`config.mk`:
```
export PLATFORM = sky130hd
export DESIGN_NAME = bcd_para_binario_seq
export DESIGN_NICKNAME = d
export VERILOG_FILES = /design/src/rtl/bcd_para_binario_seq.sv
export SDC_FILE = /design/constraint.sdc
export NUM_CORES = 1
export LEC_CHECK = 0
export CAP_MARGIN = 0
export CORE_MARGIN = 2
export CORE_UTILIZATION = 40
export CTS_BUF_LIST = sky130_fd_sc_hd__clkbuf_4 sky130_fd_sc_hd__clkbuf_8 sky130_fd_sc_hd__clkbuf_16
export CTS_CLUSTER_DIAMETER = 120
export DETAILED_ROUTE_END_ITERATION = 8
export GPL_TIMING_DRIVEN = 0
export PLACE_DENSITY = 0.6
export SLEW_MARGIN = 10
export SYNTH_ARGS = -nofsm -noshare
export SYNTH_HDL_FRONTEND = slang
export SYNTH_SLANG_ARGS = --single-unit
export TNS_END_PERCENT = 100
```
`constraint.sdc`:
```
create_clock -name clk -period 1.9 [get_ports clk]
set_input_delay 0.285 -clock clk [delete_from_list [all_inputs] [get_ports clk]]
set_output_delay 0.285 -clock clk [all_outputs]
set_load 0.02 [all_outputs]
```
`src/rtl/bcd_para_binario_seq.sv`:
```
// Sequential BCD-to-binary converter (reverse double-dabble, one step/clk).
// Ports: clk, rst_n (sync, active-low), iniciar, bcd_entrada -> ocupado, pronto, erro, binario.
module bcd_para_binario_seq #(
  parameter int DIGITOS     = 2,
  parameter int LARGURA_BIN = 8
) (
  input  logic                   clk,
  input  logic                   rst_n,
  input  logic                   iniciar,
  input  logic [4*DIGITOS-1:0]   bcd_entrada,
  output logic                   ocupado,
  output logic                   pronto,
  output logic                   erro,
  output logic [LARGURA_BIN-1:0] binario
);

  localparam int LB = 4 * DIGITOS;
  localparam int W  = LB + LARGURA_BIN;
  localparam int CW = $clog2(LARGURA_BIN + 1);

  typedef enum logic {
    OCIOSO,
    CONVERTE
  } estado_t;

  estado_t r_estado, w_prox;

  logic [W-1:0]           r_s, w_s_prox;
  logic [W-1:0]           w_desloc, w_corr;
  logic [CW-1:0]          r_cnt, w_cnt_prox;
  logic                   r_ocupado, w_ocupado;
  logic                   r_pronto, w_pronto;
  logic                   r_erro, w_erro;
  logic [LARGURA_BIN-1:0] r_bin, w_bin;
  logic                   w_invalido;
  logic                   w_ultimo;

  always_comb begin
    w_invalido = 1'b0;
    for (int i = 0; i < DIGITOS; i++) begin
      if (bcd_entrada[4*i +: 4] > 4'd9) begin
        w_invalido = 1'b1;
      end
    end
  end

  // Shift first, then undo the "add 3" of forward double-dabble
  // on every BCD nibble that now holds 8 or more.
  always_comb begin
    w_desloc = r_s >> 1;
    w_corr   = w_desloc;
    for (int i = 0; i < DIGITOS; i++) begin
      if (w_desloc[LARGURA_BIN+4*i +: 4] >= 4'd8) begin
        w_corr[LARGURA_BIN+4*i +: 4] =
          w_desloc[LARGURA_BIN+4*i +: 4] - 4'd3;
      end
    end
  end

  assign w_ultimo = (r_cnt == CW'(LARGURA_BIN - 1));

  always_comb begin
    w_prox     = r_estado;
    w_s_prox   = r_s;
    w_cnt_prox = r_cnt;
    w_ocupado  = r_ocupado;
    w_pronto   = 1'b0;
    w_erro     = r_erro;
    w_bin      = r_bin;
    unique case (r_estado)
      OCIOSO: begin
        if (iniciar) begin
          if (w_invalido) begin
            w_pronto = 1'b1;
            w_erro   = 1'b1;
            w_bin    = '0;
          end else begin
            w_s_prox   = {bcd_entrada, {LARGURA_BIN{1'b0}}};
            w_cnt_prox = '0;
            w_prox     = CONVERTE;
            w_ocupado  = 1'b1;
            w_erro     = 1'b0;
          end
        end
      end
      CONVERTE: begin
        w_s_prox   = w_corr;
        w_cnt_prox = r_cnt + CW'(1);
        if (w_ultimo) begin
          w_bin     = w_desloc[LARGURA_BIN-1:0];
          w_pronto  = 1'b1;
          w_ocupado = 1'b0;
          w_prox    = OCIOSO;
        end
      end
      default: w_prox = OCIOSO;
    endcase
  end

  always_ff @(posedge clk) begin
    if (!rst_n) begin
      r_estado  <= OCIOSO;
      r_s       <= '0;
      r_cnt     <= '0;
      r_ocupado <= 1'b0;
      r_pronto  <= 1'b0;
      r_erro    <= 1'b0;
      r_bin     <= '0;
    end else begin
      r_estado  <= w_prox;
      r_s       <= w_s_prox;
      r_cnt     <= w_cnt_prox;
      r_ocupado <= w_ocupado;
      r_pronto  <= w_pronto;
      r_erro    <= w_erro;
      r_bin     <= w_bin;
    end
  end

  assign ocupado = r_ocupado;
  assign pronto  = r_pronto;
  assign erro    = r_erro;
  assign binario = r_bin;

endmodule

```
==> out/qor.csv <==
metric,value,unit
powerDensity,779,nW/um^2
synth_mux_area_share,2.40,%
synth_enable_flop_cells,0,
ios,22,
hp-class,input port to register,
antenna_found_initial,0,
synth_seq_cells,31,
status,"finished, final reports clean",
grt_pass1_wl,4.70,mm
wl,2.86,mm
grt_pass1_vias,1003,
h-tree-depth,2,
yosys.area.top_type,dfxtp_1,
drt-vias-per-instance,5.35,
tns,0,ns
io_buffers,20,
place_hpwl,1.96,mm
rows,20,
slew_viol_final,0,
dr.pass1.iters,4,
tightestPinTransition,0.559,ns
slew-limit-headroom,62.6,%
synth-simple-area-share,13.6,%
ys_async_sr_fraction,0,%
wl_per_cell,14.1,um
initial_utilization,42.4,%
critical_path_arrival,1.27,ns
required,1.62,ns
cts.sinks,31,
synth_nets,146,
drc,0,
placed_cells,196,
fin_crit_sh,82.0,%
die_x,61.1,um
hold_buffers,0,
max_stage_delay,0.61,ns
grt_max_degree,11,
regArea,621,sq um
rsz0062_at_grt,no,
num_vias,1087,
synthFlopType,dfxtp_1,
finalHoldViolCount,0,
place.gp.congestion,0.723,
synth_fa_ha_area_share,2.88,%
yosysWarnings,0,
ant_nets,0,
r2r_setup_slack,0.38,ns
path_class,register to output port,
grt-ovfl-total,0,
fin_hold_ws,0.309,ns
drt-initial-drc-count,39,
power,1.26,mW
synth_cells,132,
cts_resized,0,
setup_viol,0,
ys_types,38,
max_freq,642,MHz
synth_area_leaders,"dfxtp_1 (48%), a32o_1 (6.1%), nand2_1 (4.0%), nand3_1 (3.8%), o21ai_1 (3.5%)",
ys_seq_area_share,47.6,%
crit_path_end_kind,output port,
cellLeakagePower,0.583,nW
die_area,3740,sq um
cp_max_fo,2,
crit_path_start_kind,register,
synth_top_family_by_area,compound AO/OA/AOI/OAI gates,
crit_family,buffers and inverters,
synth_area,1310,sq um
crit_slowest_cell,clkdlybuf4s50_1,
synth-compound-area-share,26.1,%
fillers,299,
timing.critical_path.buf_inv,1,
synth.most_common_cell,dfxtp_1,
area_growth,23.9,%
period_minus_slack,1.56,ns
synth_xor_area_share,0.671,%
drive_above_1_share,13.2,%
die-height,61.1,um
ir_drop,0.433,mV
diodes,0,
clk_pin_slew_worst_paths,0.09,ns
clock-root-buffer,clkbuf_4,
core,3080,sq um
finalClockSkew,0.0154,ns
grt_usage,17.5,%
syn_area_per_cell,9.89,sq um
final_nets,173,
numCtsBuffers,5,
path_cells,clkdlybuf4s50_1,
clock_latency,0.33,ns
multi_input_area,596,sq um
cts_tree,built,
synth.top_cell.area_share,47.6,%
drv_cap,0,
cts_max_path_buffers,2,
synth_common_cells,"dfxtp_1 (31), nand2_1 (14), nand3_1 (10)",
postCtsSetupBuffers,0,
fin_cells,203,
-- worst paths after layout --
path / to / startpoint / depth (start not counted)
setup / recovery: binario[7] / binario[7] / 1
hold / removal: r_cnt[1] / rst_n / 3
setup reg to reg: binario[0] / r_cnt[0] / 4
hold reg to reg: r_s[1] / r_s[1] / 2
-- report_power, final --
part           switching (mW)  internal (mW)
clock                   0.220          0.171
sequential             0.0243          0.674
combinational          0.0863         0.0826
-- flip-flops by register name, summed over array words and instances (netlist names) --
| name | cells |
|---|---|
| r_s | 15 |
| binario | 8 |
| r_cnt | 4 |
| erro | 1 |
| ocupado | 1 |
| pronto | 1 |
| r_estado | 1 |
-- area by class of cell --
| cell class | instances | area share [%] |
|---|---|---|
| Sequential cell | 31 | 38.4 |
| Timing Repair Buffer | 20 | 12.4 |
| Tap cell | 44 | 3.41 |
| Inverter | 6 | 1.39 |
| Buffer | 9 | 4.10 |
| Clock buffer | 6 | 3.17 |
| Multi-Input combinational cell | 86 | 36.8 |
| Clock inverter | 1 | 0.310 |
-- worst reg2reg max path, stage by stage, from the launching register on --
cell	delay (ns)
dfxtp_1	0.41
ha_1	0.21
nand4b_1	0.16
nor2_1	0.47
a32o_1	0.20
-- cells by family after synthesis --
kind of cell    count (synthesis)
compound gates                 44
xor+xnor                        1
fa+ha+maj                       3
buf+inv                        15
flops                          31
mux                             3
simple gates                   35
-- cells in the final DEF, fill, tap and decap left out, types with 2 or more instances in the layout --
cell type	synthesis	routed
dfxtp_1	31	31
clkdlybuf4s50_1	0	20
o21ai_0	3	3
o21a_1	3	3
o21ai_1	9	9
clkbuf_4	0	5
ha_1	3	3
nand2b_1	2	2
buf_2	2	2
nand4b_1	2	2
nand2_1	14	14
clkbuf_1	2	2
buf_4	2	2
nand3_1	10	10
o221a_2	4	4
a21oi_1	4	4
and2_1	2	2
a311oi_1	2	2
buf_6	3	3
a32o_1	8	8
mux2i_1	2	2
inv_1	6	6
-- per-layer routing --
layer | routed length [um] | track usage, % | vias up
li1 | - | - | 546
met1 | 1450 | 24.2 | 501
met2 | 1230 | 25.2 | 35
met3 | 131 | 4.83 | 5
met4 | 48 | 8.39 | 0
met5 | 0 | 0 | -
-- through the flow --
step	cell area (sq um)	setup WS [ns]	utilization [%]
after global placement	1560	0.164	50.7
final	1620	0.342	52.5
after detailed placement	1560	0.146	50.7
after global routing	1620	0.220	52.5
after CTS	1620	0.323	52.5
after floorplan	1310	0.579	-
No activity file was read; power rests on OpenSTA's default activity.
